## src/rtl/instr_fetch_unit_if.sv

```systemverilog
// Instruction-memory request/response bus between the fetch unit (master) and memory (slave).
// One request at a time: req/gnt for the address phase, rvalid/rdata for the data phase.
interface instr_fetch_unit_if #(
    parameter int Width = 32
);
    logic             imem_req;
    logic [Width-1:0] imem_addr;
    logic             imem_gnt;
    logic             imem_rvalid;
    logic [Width-1:0] imem_rdata;

    modport master (
        output imem_req,
        output imem_addr,
        input  imem_gnt,
        input  imem_rvalid,
        input  imem_rdata
    );

    modport slave (
        input  imem_req,
        input  imem_addr,
        output imem_gnt,
        output imem_rvalid,
        output imem_rdata
    );
endinterface

```

## src/rtl/instr_fetch_unit.sv

```systemverilog
// Fetch stage: issues one request per PC to instruction memory, holds the returned word for
// decode, pulses pc_advance on accept, and handles redirect flushes and misaligned PCs.
module instr_fetch_unit #(
    parameter int               Width    = 32,
    parameter logic [Width-1:0] NopInstr = 32'h0000_0013
) (
    input  logic                      clk,
    input  logic                      reset,
    input  logic [Width-1:0]          pc_in,
    output logic                      pc_advance,
    input  logic                      flush,
    instr_fetch_unit_if.master        imem,
    output logic                      instr_valid,
    output logic [Width-1:0]          instr,
    output logic [Width-1:0]          instr_pc,
    input  logic                      instr_ready,
    output logic                      fetch_misaligned
);

    typedef enum logic [2:0] {
        IDLE = 3'd0,
        REQ  = 3'd1,
        WAIT = 3'd2,
        DROP = 3'd3,
        HOLD = 3'd4
    } state_e;

    state_e           state_q;
    logic             valid_q;
    logic [Width-1:0] instr_q;
    logic [Width-1:0] instr_pc_q;
    logic             misaligned_q;
    logic [Width-1:0] addr_q;

    logic pc_misaligned;
    logic req_issued;

    assign pc_misaligned = |pc_in[1:0];

    // A misaligned PC never reaches memory; it is answered locally with a NOP.
    assign imem.imem_req  = (state_q == REQ) && !pc_misaligned;
    assign imem.imem_addr = {pc_in[Width-1:2], 2'b00};
    assign req_issued     = imem.imem_req && imem.imem_gnt;

    assign pc_advance       = (state_q == HOLD) && instr_ready && !flush;
    assign instr_valid      = valid_q;
    assign instr            = instr_q;
    assign instr_pc         = instr_pc_q;
    assign fetch_misaligned = misaligned_q;

    always_ff @(posedge clk or posedge reset) begin
        if (reset) begin
            state_q      <= IDLE;
            valid_q      <= 1'b0;
            instr_q      <= NopInstr;
            instr_pc_q   <= '0;
            misaligned_q <= 1'b0;
            addr_q       <= '0;
        end else begin
            case (state_q)
                IDLE: state_q <= REQ;

                REQ: begin
                    if (flush) begin
                        // A request granted alongside the flush still owes a response.
                        state_q <= req_issued ? DROP : REQ;
                    end else if (pc_misaligned) begin
                        instr_q      <= NopInstr;
                        instr_pc_q   <= pc_in;
                        misaligned_q <= 1'b1;
                        valid_q      <= 1'b1;
                        state_q      <= HOLD;
                    end else if (imem.imem_gnt) begin
                        addr_q  <= pc_in;
                        state_q <= WAIT;
                    end
                end

                WAIT: begin
                    if (imem.imem_rvalid) begin
                        if (flush) begin
                            state_q <= REQ;
                        end else begin
                            instr_q      <= imem.imem_rdata;
                            instr_pc_q   <= addr_q;
                            misaligned_q <= 1'b0;
                            valid_q      <= 1'b1;
                            state_q      <= HOLD;
                        end
                    end else if (flush) begin
                        state_q <= DROP;
                    end
                end

                HOLD: begin
                    if (flush) begin
                        valid_q <= 1'b0;
                        instr_q <= NopInstr;
                        state_q <= REQ;
                    end else if (instr_ready) begin
                        valid_q <= 1'b0;
                        state_q <= REQ;
                    end
                end

                // A flush here changes nothing: the stale response is still owed and discarded.
                DROP: begin
                    if (imem.imem_rvalid) begin
                        state_q <= REQ;
                    end
                end

                default: state_q <= IDLE;
            endcase
        end
    end

endmodule

```

## src/flat_wrapper.sv

```systemverilog
// flat-port wrapper written by rule: the top's interface ports become plain ports
module instr_fetch_unit_flat 
#(
    parameter int               Width    = 32,
    parameter logic [Width-1:0] NopInstr = 32'h0000_0013
)
  (clk, reset, pc_in, pc_advance, flush, instr_valid, instr, instr_pc, instr_ready, fetch_misaligned, imem_imem_req, imem_imem_addr, imem_imem_gnt, imem_imem_rvalid, imem_imem_rdata);
  instr_fetch_unit_if #(.Width(Width)) imem_i ();
  input  logic clk;
  input  logic reset;
  input  logic [Width-1:0] pc_in;
  output logic pc_advance;
  input  logic flush;
  output logic instr_valid;
  output logic [Width-1:0] instr;
  output logic [Width-1:0] instr_pc;
  input  logic instr_ready;
  output logic fetch_misaligned;
  output wire logic [$bits(imem_i.imem_req)-1:0] imem_imem_req;
  output wire logic [$bits(imem_i.imem_addr)-1:0] imem_imem_addr;
  input wire logic [$bits(imem_i.imem_gnt)-1:0] imem_imem_gnt;
  input wire logic [$bits(imem_i.imem_rvalid)-1:0] imem_imem_rvalid;
  input wire logic [$bits(imem_i.imem_rdata)-1:0] imem_imem_rdata;
  assign imem_imem_req = imem_i.imem_req;
  assign imem_imem_addr = imem_i.imem_addr;
  assign imem_i.imem_gnt = imem_imem_gnt;
  assign imem_i.imem_rvalid = imem_imem_rvalid;
  assign imem_i.imem_rdata = imem_imem_rdata;
  instr_fetch_unit #(.Width(Width), .NopInstr(NopInstr)) u_core (.clk(clk), .reset(reset), .pc_in(pc_in), .pc_advance(pc_advance), .flush(flush), .imem(imem_i), .instr_valid(instr_valid), .instr(instr), .instr_pc(instr_pc), .instr_ready(instr_ready), .fetch_misaligned(fetch_misaligned));
endmodule
```

## config.mk

```make
export PLATFORM = sky130hd
export DESIGN_NAME = instr_fetch_unit_flat
export DESIGN_NICKNAME = d
export VERILOG_FILES = /design/src/rtl/instr_fetch_unit_if.sv /design/src/rtl/instr_fetch_unit.sv /design/src/flat_wrapper.sv
export SDC_FILE = /design/constraint.sdc
export NUM_CORES = 1
export LEC_CHECK = 0
export BUFFER_PORTS_ARGS = -buffer_cell sky130_fd_sc_hd__buf_2
export CAP_MARGIN = 10
export CORE_UTILIZATION = 35
export CTS_BUF_LIST = sky130_fd_sc_hd__clkbuf_2
export DETAILED_ROUTE_END_ITERATION = 12
export HOLD_SLACK_MARGIN = 0.12
export PLACE_DENSITY = 0.6
export SLEW_MARGIN = 0
export SYNTH_ARGS = -nofsm -noshare
export SYNTH_HDL_FRONTEND = slang
export SYNTH_SLANG_ARGS = --single-unit
```

## constraint.sdc

```tcl
create_clock -name clk -period 5.1 [get_ports clk]
set_clock_uncertainty 0.1 [all_clocks]
set_input_delay 0.255 -clock clk [delete_from_list [all_inputs] [get_ports clk]]
set_output_delay 0.255 -clock clk [all_outputs]
set_load 0.02 [all_outputs]
```

Word level (Yosys, flattened, before mapping)
Index checks and enable logic that the tools add are counted.

Bits in read-only memories: 0. Bits in latches: 0. Output and inout bits: 100. Bits in writable memories: 0. Logic and storage cells: 68. Memories: 0. Register bits: 101.

Add/subtract/negate cells: 0. Multipliers: 0. Equal/unequal tests: 13. Order comparisons: 0. Bitwise logic cells: 2. Reductions and logical operators: 15. Divide/modulo/power cells: 0. Mux-type cells: 32. Shifts and indexed selects: 0.

Operators by type and width (number): $mux W32 (9); $pmux W32 S3 (1); $pmux W32 S2 (1); $mux W3 (9); $pmux W3 S5 (1); $reduce_and A6 Y1 (2); $ne A2 B2 Y1 const B (5); $mux W1 (8); $reduce_and A4 Y1 (2); $eq A3 B2 Y1 const B (2); $ne A3 B3 Y1 const B (2); $reduce_and A5 Y1 (1); $logic_and A1 B1 Y1 (4); $ne A4 B3 Y1 const B (1); $eq A3 B1 Y1 const B (1); $eq A3 B3 Y1 const B (1); $logic_not A3 Y1 (1); $pmux W1 S3 (1); $reduce_bool A3 Y1 (1); $logic_not A1 Y1 (2); $mux W2 (1); $ne A2 B1 Y1 const B (1); $not A1 Y1 (2); $pmux W1 S2 (1); other kinds (2) (2).

Logic depth before layout (Yosys ltp)
Gate-level depths: netlist (run 1).

Word-level depth: 7. Mapped depth: 8.

Least setup slack after synthesis (run 1)
Ideal clock, no wire load.

Path type: register to register. Start point: register u_core.state_q[1]. End point: register u_core.instr_q[24], in the netlist u_core.instr[24]. Period minus slack after synthesis: 1.819 ns. Setup slack: 3.281 ns. Cell stages (with the launch flop): 9. Data required time: 4.879 ns. Setup time: 0.121 ns. Arrival time: 1.598 ns. Cell sequence: dfrtp_1 > buf_6 > nor3b_1 > buf_6 > a21boi_1 > or3_1 > buf_2 > buf_6 > a22o_1.

Word-level cells in the longest chain between the ends: 3. Elaborated cells on any way between the ends: 11. Those cells by class: eq/ne: 8; mux: 1; reduce/logical: 2.

Ends and longest elaborated chain: from (decl) (RTL line instr_fetch_unit.sv:28) `state_e state_q;`; from (signal assigned) (RTL line instr_fetch_unit.sv:66) `state_q <= req_issued ? DROP : REQ;`; $eq A3 B3 Y1, or another cell as far along (RTL line instr_fetch_unit.sv:60) `case (state_q)`; $ne A2 B2 Y1 (no source line), or another cell as far along; $reduce_and A6 Y1 (no source line); to (signal assigned) (RTL line instr_fetch_unit.sv:55) `instr_q <= NopInstr;`; to (signal assigned) (RTL line instr_fetch_unit.sv:68) `instr_q <= NopInstr;`; to (signal assigned) (RTL line instr_fetch_unit.sv:84) `instr_q <= imem.imem_rdata;`; to (decl) (RTL line instr_fetch_unit.sv:30) `logic [Width-1:0] instr_q;`.

Several ways; a longest one is shown, not always the timed one. A chain may end at the register's enable or synchronous reset.

Worst setup path in the final report (run 1)
Start point: register u_core.state_q[1]. End point: register u_core.instr_pc_q[24], in the netlist u_core.instr_pc[24].

Word-level cells in the longest chain between the ends: 3. Elaborated cells on any way between the ends: 9. Those cells by class: eq/ne: 6; mux: 1; reduce/logical: 2.

Ends and longest elaborated chain: $eq A3 B1 Y1 / $eq A3 B2 Y1 (equally long branches) (RTL line instr_fetch_unit.sv:60); $ne A2 B1 Y1 (no source line), or another cell as far along; $reduce_and A5 Y1 (no source line); to (signal assigned) (RTL line instr_fetch_unit.sv:69) `instr_pc_q <= pc_in;`; to (signal assigned) (RTL line instr_fetch_unit.sv:85) `instr_pc_q <= addr_q;`; to (decl) (RTL line instr_fetch_unit.sv:31) `logic [Width-1:0] instr_pc_q;`.

Several ways; a longest one is shown, not always the timed one.

==> results of run 1 <==
registers in the layout (all words and copies together), names as in the netlist:
| register | flops |
|---|---|
| u_core.fetch_misaligned | 1 |
| u_core.state_q | 3 |
| u_core.instr | 32 |
| u_core.addr_q | 32 |
| u_core.instr_valid | 1 |
| u_core.instr_pc | 32 |
through the flow:
stage	power, mW	hold slack [ns]	util
6_report	2.55	0.303	0.491
3_3_place_gp	2.09	0.180	0.422
4_1_cts	2.59	0.237	0.491
5_1_grt	2.73	0.213	0.491
2_1_floorplan	1.85	0.285	-
3_5_place_dp	2.13	0.179	0.422
cells by family (layout without fill, tap and decap cells):
family                 Yosys count  in the layout  share of synthesized area
AND/OR/NAND/NOR                 63             63                     0.0785
buffers and inverters           65            262                     0.0928
other                            1              2                   0.000840
XOR/XNOR                         1              1                    0.00196
AO/OA/AOI/OAI                   73             73                      0.109
flip-flops                     101            101                      0.567
multiplexers                    63             63                      0.150
metal layers:
layer,part of all wire,track usage,up-vias
met5,0,0,-
met4,0.0046,0.0364,0
met3,0.095,0.0791,4
met2,0.47,0.282,147
met1,0.44,0.206,1674
li1,-,-,1652
final timing paths:
check,depth (start not counted),from,to
max in group asynchronous,5,reset,u_core.instr_pc[26]$_DFFE_PP0P_
worst max register to register,4,u_core.state_q[1]$_DFFE_PP0P_,u_core.instr_pc[24]$_DFFE_PP0P_
worst max-delay path,4,u_core.state_q[1]$_DFFE_PP0P_,u_core.instr_pc[24]$_DFFE_PP0P_
worst min register to register,2,u_core.instr[4]$_DFFE_PP1P_,u_core.instr[4]$_DFFE_PP1P_
min in group asynchronous,4,reset,u_core.state_q[0]$_DFFE_PP0P_
worst min-delay path,3,imem_imem_rdata[28],u_core.instr[28]$_DFFE_PP0P_
cell type report:
type / count / area (um2) / share of cell area
sequential: 101 / 2530 / 0.422
tap: 168 / 210 / 0.0351
timing repair buffer: 242 / 1580 / 0.263
inverter: 6 / 25.0 / 0.00417
clock buffer: 12 / 60.1 / 0.0100
multi-input combinational: 202 / 1530 / 0.255
clock inverter: 2 / 60.1 / 0.0100
synth_stat cells (all sizes together), types with 2 or more instances:
master / instances
dfrtp: 98
buf: 47
nand3: 35
o21ai: 35
mux2i: 32
mux2: 31
a22o: 29
clkbuf: 12
inv: 6
nor2: 6
a21oi: 5
nand2: 5
nor2b: 5
and2: 4
dfstp: 3
nor4b: 2
power by group through the flow:
stage                     Combinational (mW)  Sequential, mW  Clock, mW
final                                  0.915            1.23      0.410
after global routing                    1.01            1.25      0.470
after CTS                              0.927            1.23      0.432
after detailed placement               0.883            1.25          0
after global placement                 0.863            1.23          0
after floorplan                        0.473            1.38          0
cells in the final DEF (no fill, tap or decap):
master	synthesis	routed
a21boi_1	1	1
a21oi_1	5	5
a22o_1	29	29
a32oi_1	1	1
and2_1	3	4
and3_1	1	1
buf_2	10	167
buf_4	32	3
bufinv_16	0	2
clkbuf_2	0	12
conb_1	1	2
dfrtp_1	98	98
dfstp_2	3	3
dlygate4sd3_1	0	72
inv_1	6	5
inv_4	0	1
mux2_2	31	31
mux2i_1	32	32
nand2_1	5	5
nand2b_1	1	1
nand3_1	34	33
nand3_2	1	2
nand3b_1	1	1
nor2_1	6	6
nor2b_1	5	5
nor3b_2	0	1
nor4b_1	1	1
nor4b_4	1	1
o211ai_1	1	1
o21ai_0	35	35
o31ai_1	1	1
or2_2	1	1
or3_1	1	1
xor2_1	1	1
tightest hold or removal path, delay by kind of cell:
kind	cells	cell delay [ns]
buffers and inverters	2	0.61
AOI/OAI and AO/OA	1	0.11
==> metrics.csv, run 1 <==
metric,value,unit
async_flop_share,1.00,
die_area,0.0132,mm2
postCtsSetupRepairBufs,0,
portBuffers,167,
ioPinCount,170,
period_needed,2.83,ns
cp.arrival,3.24,ns
worstMarginPinSlew,1.07,ns
cts_tree,built,
yosysTopAreaCell,dfrtp_1,
final_area,0.00600,mm2
drt_first_pass_iters,4,
power_frac_comb,0.359,
route.detailed.drc,0,
ant_nets,0,
crit_buf_inv,0,
yosys_warnings,0,
numClockSinks,101,
netlist_area,0.00446,mm2
finalSetupTns,0,ns
path_cells,"nor2b_1, nand3_2, and2_1, o21ai_0",
core-area,0.0122,mm2
hold_viol,0,
cts-buffers-inserted,9,
p_int,1.61,mW
start_kind,flop,
antenna_found_initial,0,
power_density,425,mW/mm2
first_global_vias,3487,
p_leak,2.98,nW
seqPwrFrac,0.481,
cts_root_buf,clkbuf_2,
crit_family,simple AND/OR/NAND/NOR gates,
drt-wirelength-per-cell,15.1,um
finalCritPeriodShare,0.555,
fmax,0.353,GHz
hold_buffers,72,
critical_path_class,flop to flop,
placed_cells,647,
hp-class,input port to flop,
wl,11.1,mm
required,5.51,ns
grt_pass1_wl,17.4,mm
syn_to_final_growth,34.4,%
synth_area_per_cell,12.2,um2
setup_viol,0,
synth_cells,367,
p_clk_frac,0.161,
drv_cap,0,
cts_resized,0,
synth_edf_count,0,
yosysSeqAreaShare,0.567,
rsz0062_at_grt,false,
die_h,115,um
clkLatencyLatePin,0.58,ns
netlist.area_leader.share,0.549,
overflow,0,
synth.area.top_cells,"dfrtp_1, mux2_2, mux2i_1",
antenna_cells,0,
place_area,0.00516,mm2
globalplace.congestion,0.747,
instances_no_fill,733,
relSlewSlack,0.289,
power.switching,937,uW
worst_slack,2.27,ns
finish.net_count,632,
track_usage,0.171,
clk_path_buf_depth,2,
die_w,115,um
cts.reportedPaths.clkPinSlew,0.24,ns
synth.distinct_cells,33,
h-tree-depth,3,
switching_share,0.367,
ir_worst_vdd,264,uV
worstSetupEndpointType,flop,
dp_hpwl,6.94,mm
drt_iter0_drc,133,
start_util,0.365,
slew_violations,0,
via_per_inst,4.74,
synthFlopType,dfrtp_1,
synth_seq_cells,101,
grt_max_degree,74,
status,completed,
fill_cells,1139,
cp_max_fo,37,
pre_cts_ws,2.28,ns
vias,3477,
crit_path_top_delay_cell,and2_1,
drive_above_1_share,0.396,
placementRows,40,
max_stage_delay,0.79,ns
r2r_slack,2.27,ns
Power figures use the tool's default switching activity.
==> run 2, diff against run 1 <==
ABC_AREA = 1   (was default)
PLACE_DENSITY = 0.62   (was 0.6)
clock period = 2.32 ns   (was 5.1 ns; I/O delays follow)
==> run 2 against run 1 <==
  * Combinational power increased to 3.2 times the previous value
  * Global-route usage rose by 3.7 points
  * Synthesized area rose by 4.4%
  * Maximum frequency is 30% higher
  * Synthesized cell count rose by 62%
  * First-iteration DRC count grew to 2.5 times the previous value
  * Clock power up 100%
  * Final area rose by 19%
  * Sequential share of layout area down 6.8 points
  * Worst hold slack worse by 0.018 ns
  * Critical path type unchanged
==> metrics.csv, run 2 <==
metric,value,unit,change
start_kind,flop,,
cts_tree,built,,
r2r_slack,0.14,ns,-2.12 ns
total_power,6.61,mW,+160%
core-area,0.0128,mm2,+5.0%
post-route-util,0.558,,+0.0670
ioPinCount,170,,unchanged
dp_hpwl,7.57,mm,+9.1%
yosysSeqAreaShare,0.543,,-0.0239
h-tree-depth,3,,unchanged
path_cells,"nor2_4, nand2_2, nor2_1, buf_6, nand2_1, dlygate4sd3_1, nand2_1",,
die_w,117,um,+2.1%
fill_cells,1139,,unchanged
cp.arrival,2.61,ns,-0.63 ns
multi_input_area,0.00166,mm2,+8.6%
final_common_cell,nand2_1,,
yosysTopAreaCell,dfrtp_1,,
yosys-top-cells-count,"nand2_1, dfrtp_1, buf_4, o21ai_0, inv_1",,
overflow,0,,unchanged
hold_viol,0,,unchanged
synth_area_per_cell,7.84,um2,-35%
path_depth,7,,+3
rsz0062_at_grt,false,,
netlist.area_leader.share,0.526,,-0.0232
die_area,0.0138,mm2,+4.3%
via_per_inst,4.55,,-4.1%
cp-startpoint,u_core.state_q[0]$_DFFE_PP0P_,,
drv_cap,0,,unchanged
yosys_warnings,0,,unchanged
clkLatencyLatePin,0.57,ns,about the same
synth_edf_count,0,,unchanged
reg2regPathDepth,7,,+3
clk_path_buf_depth,2,,unchanged
vias,4834,,+39%
globalplace.congestion,0.853,,+14%
drt_first_pass_iters,7,,+3
placed_cells,887,,+37%
netlist_area,0.00466,mm2,+4.4%
worstReg2RegEnd,u_core.instr[17]$_DFFE_PP0P_,,
syn_to_final_growth,53.6,%,
status,completed,,
cts.reportedPaths.clkPinSlew,0.24,ns,about the same
drt-wirelength-per-cell,13.1,um,-13%
synth.distinct_cells,20,,-39%
p_leak,3.90,nW,+31%
antenna_cells,0,,unchanged
instances_no_fill,1063,,+45%
period_needed,2.18,ns,-0.656 ns
grt_max_degree,45,,-39%
required,2.75,ns,-2.76 ns
fmax,0.460,GHz,+30%
numClockSinks,101,,unchanged
wl,13.9,mm,+25%
finalCritPeriodShare,0.938,,+0.383
yosysMostFrequentCell,nand2_1,,
crit_top_cell,nand2_1,,
antenna_found_initial,0,,unchanged
crit_path_top_delay_cell,dlygate4sd3_1,,
track_usage,0.208,,+0.0367
crit_buf_inv,2,,+2
cts_root_buf,clkbuf_2,,
synth.area.top_cells,"dfrtp_1, nand2_1, buf_4",,
worstMarginPinSlew,0.632,ns,-0.435 ns
start_util,0.363,,-0.00215
ir_worst_vdd,536,uV,+100%
route.detailed.drc,0,,unchanged
cts-buffers-inserted,9,,unchanged
cp_max_fo,29,,-22%
hp-class,input port to flop,,
critPathCapture,u_core.instr[17]$_DFFE_PP0P_,,
hold_ws,0.285,ns,-0.0183 ns
grt_pass1_wl,23.0,mm,+32%
synth_seq_cells,101,,unchanged
die_h,117,um,+2.1%
portBuffers,167,,unchanged
setup_viol,0,,unchanged
slew_violations,0,,unchanged
final_cell_mix,"nand2_1, buf_2, dlygate4sd3_1, dfrtp_1, o21ai_0",,
ant_nets,0,,unchanged
relSlewSlack,0.578,,+0.289
synthFlopType,dfrtp_1,,
finish.net_count,956,,+51%
drt_iter0_drc,335,,+150%
seqCellArea,0.00253,mm2,about the same
drive_above_1_share,0.238,,-0.159
r2r-start,u_core.state_q[0]$_DFFE_PP0P_,,
placementRows,41,,+2.5%
async_flop_share,1.00,,unchanged
crit_family,buffers and inverters,,
finalSetupTns,0,ns,unchanged
synth_cells,594,,+62%
power_density,923,mW/mm2,+120%
critical_path_class,flop to flop,,
worstSetupEndpointType,flop,,
first_global_vias,4842,,+39%
max_stage_delay,0.59,ns,-0.20 ns
-- run 2: kinds of logic (layout without fill, tap and decap cells) --
group / count (synthesis) / after routing / share of synthesized area
AND/OR/NAND/NOR: 375 / 375 / 0.320
buffers and inverters: 86 / 382 / 0.102
AO/OA/AOI/OAI: 31 / 31 / 0.0341
other: 1 / 2 / 0.000805
flip-flops: 101 / 101 / 0.543
-- run 2: layer usage --
metal	track usage	vias up	share of wire
met2	0.357	216	0.49
li1	-	2342	-
met3	0.0409	33	0.065
met1	0.251	2243	0.42
met4	0.0950	0	0.025
met5	0	-	0
-- run 2: how the worst min path moves through the flow --
stage                     startpoint                               to  slack, ns  depth (start not counted)
after floorplan            pc_in[10]    u_core.addr_q[10]$_DFFE_PP0P_       0.13                          2
after global placement         reset   u_core.instr_valid$_DFFE_PP0P_       0.14                          2
after detailed placement       reset   u_core.instr_valid$_DFFE_PP0P_       0.13                          2
after CTS                  pc_in[11]  u_core.instr_pc[11]$_DFFE_PP0P_       0.22                          6
after global routing       pc_in[12]  u_core.instr_pc[12]$_DFFE_PP0P_       0.26                          6
final                      pc_in[11]  u_core.instr_pc[11]$_DFFE_PP0P_       0.29                          6
-- run 2: layout make-up --
class / instances / share of cell area
clock buffer: 11 / 0.00769
clock inverter: 5 / 0.00717
timing repair buffer: 336 / 0.352
multi-input combinational: 408 / 0.232
sequential: 101 / 0.354
tap: 172 / 0.0301
inverter: 30 / 0.0166
-- run 2: tightest hold or removal path, delay by kind of cell --
family / cells / cell delay [ns]
simple gates: 4 / 0.19
buf+inv: 2 / 0.64
-- run 2: power breakdown --
part	leakage, nW	internal (mW)	switching (mW)
registers	1.30	2.44	0.403
logic	2.52	1.09	1.85
clock network	0.0710	0.251	0.567
-- run 2: what timing repair did --
action                                 4_1_cts  5_1_grt
hold buffers                               160        0
endpoints found under the hold margin      202        0
setup buffers                                0        0
setup endpoints to repair                    0       64
resized for setup                            0        5
-- run 2: metrics by stage --
step / worst slack [ns] / area (um2)
after detailed placement: 0.444 / 5440
after global placement: 0.535 / 5440
after floorplan: 0.768 / 4670
final: 0.144 / 7160
after global routing: 0.0326 / 7160
after CTS: 0.142 / 7140
==> run 3, diff against run 2 <==
CTS_BUF_LIST = default   (was sky130_fd_sc_hd__clkbuf_2)
clock period = 1.94 ns   (was 2.32 ns; I/O delays follow)
==> run 3 against run 2 <==
  * Final cell count decreased by 8.6%
  * Critical path type unchanged
  * Largest cell class unchanged
  * Sequential power increased by 19%
  * Clock power increased by 110%
  * First-iteration DRC count decreased by 46%
  * Combinational power increased by 10%
  * Critical path depth unchanged
  * Critical endpoint is now u_core.instr_pc[28]$_DFFE_PP0P_
  * Sequential share of layout area increased by 3.9 points
  * Final area decreased by 9.9%
==> metrics.csv, run 3 (synthesis gave the netlist of run 2 again) <==
metric,value,unit,change
rsz0062_at_grt,false,,
setup_viol,0,,unchanged
start_kind,flop,,
numClockSinks,101,,unchanged
globalplace.congestion,0.851,,-0.16%
final_common_cell,nand2_1,,
worstSetupEndpointType,flop,,
route.detailed.drc,0,,unchanged
p_leak,3.71,nW,-4.9%
final_cell_mix,"nand2_1, buf_2, dfrtp_1, dlygate4sd3_1, o21ai_0",,
syn_to_final_growth,38.3,%,
critical_path_class,flop to flop,,
cts_tree,built,,
die_h,117,um,unchanged
status,completed,,
grt_max_degree,102,,+130%
final_area,0.00644,mm2,-9.9%
total_power,8.37,mW,+27%
drive_above_1_share,0.261,,+0.0233
die_w,117,um,unchanged
vias,4335,,-10%
cts_root_buf,clkbuf_16,,
clk_path_buf_depth,2,,unchanged
required,2.12,ns,-0.63 ns
placementRows,41,,unchanged
antenna_cells,0,,unchanged
power_density,1300,mW/mm2,+41%
finalSetupTns,0,ns,unchanged
wl,11.9,mm,-15%
ir_worst_vdd,567,uV,+5.8%
via_per_inst,4.46,,-1.9%
drt-wirelength-per-cell,12.2,um,-6.6%
hp-class,input port to async pin,,
cp.arrival,1.91,ns,-0.70 ns
hold_viol,0,,unchanged
postCtsSetupRepairBufs,0,,unchanged
die_area,0.0138,mm2,unchanged
drv_cap,0,,unchanged
core-area,0.0128,mm2,unchanged
ioPinCount,170,,unchanged
slew_violations,0,,unchanged
finalCritPeriodShare,0.893,,-0.0450
ant_nets,0,,unchanged
h-tree-depth,3,,unchanged
fmax,0.577,GHz,+26%
period_needed,1.73,ns,-0.444 ns
relSlewSlack,0.560,,-0.0184
drt_iter0_drc,182,,-46%
cts.reportedPaths.clkPinSlew,0.06,ns,-0.18 ns
drt_first_pass_iters,4,,-3
worstMarginPinSlew,0.660,ns,+0.0280 ns
clkLatencyLatePin,0.34,ns,-0.23 ns
antenna_found_initial,0,,unchanged
start_util,0.363,,unchanged
cp_max_fo,35,,+21%
grt_pass1_wl,20.0,mm,-13%
portBuffers,167,,unchanged
cts-buffers-inserted,9,,unchanged
finish.net_count,865,,-9.5%
overflow,0,,unchanged
dp_hpwl,7.33,mm,-3.2%
first_global_vias,4202,,-13%
track_usage,0.181,,-0.0272
place_area,0.00545,mm2,+0.32%
-- run 3: cell count changes in the layout (fill, tap and decap cells not counted), sizes merged --
cell | previous run | this run
buf | 176 | 175
dlygate4sd3 | 160 | 70
clkbuf | 11 | 12
clkinv | 6 | 3
inv | 27 | 29
-- run 3: repair_timing --
action                                 CTS  global route
hold buffers                            70             0
setup endpoints to repair                0            32
gates resized for setup                  0             1
endpoints found under the hold margin  196             0
-- run 3: cell type report --
type                       instances  area, um2
fill                            1244       6380
sequential                       101       2530
multi-input combinational        408       1660
timing repair buffer             245       1630
clock buffer                      12        236
tap                              172        215
inverter                          30        116
clock inverter                     4       48.8
-- run 3: final timing paths --
check                                                      end                      startpoint  cells past startpoint  slack, ns
setup / recovery               u_core.instr_pc[28]$_DFFE_PP0P_   u_core.state_q[1]$_DFFE_PP0P_                      7       0.21
hold / removal                     u_core.instr[2]$_DFFE_PP0P_                           reset                      4       0.30
setup reg to reg               u_core.instr_pc[28]$_DFFE_PP0P_   u_core.state_q[1]$_DFFE_PP0P_                      7       0.21
hold reg to reg                 u_core.instr_pc[1]$_DFFE_PP0P_  u_core.instr_pc[1]$_DFFE_PP0P_                      2       0.36
max in group asynchronous  u_core.fetch_misaligned$_DFFE_PP0P_                           reset                      4       0.93
min in group clk                u_core.instr_pc[1]$_DFFE_PP0P_  u_core.instr_pc[1]$_DFFE_PP0P_                      2       0.36
-- run 3: per-stage QoR --
stage	utilization	std cells	hold WS, ns	worst slack (ns)
after floorplan	-	595	0.107	0.388
after global placement	0.425	886	0.200	0.203
after detailed placement	0.425	886	0.205	0.100
after CTS	0.502	972	0.366	0.0454
after global routing	0.503	972	0.387	0.0217
final	0.503	972	0.295	0.208
-- run 3: critical path: stages (launching register included) --
cell	delay, ns
dfrtp_1	0.45
inv_2	0.15
nor2_4	0.06
nand2_2	0.11
o21ai_2	0.08
inv_2	0.49
nand2_1	0.13
nand2_1	0.10
-- run 3: routing by layer --
| metal | wire length, um | vias up | track usage |
|---|---|---|---|
| li1 | - | 2163 | - |
| met1 | 5360 | 2000 | 0.231 |
| met2 | 5650 | 161 | 0.302 |
| met3 | 695 | 11 | 0.0306 |
| met4 | 179 | 0 | 0.0755 |
| met5 | 0 | - | 0 |
-- run 3: power by group --
| group | switching, mW | total (mW) | leakage, nW | internal, mW |
|---|---|---|---|---|
| Sequential | 0.439 | 3.37 | 1.30 | 2.93 |
| Clock | 0.754 | 1.75 | 0.141 | 0.999 |
| Combinational | 2.15 | 3.24 | 2.26 | 1.09 |
| Total | 3.34 | 8.37 | 3.71 | 5.02 |
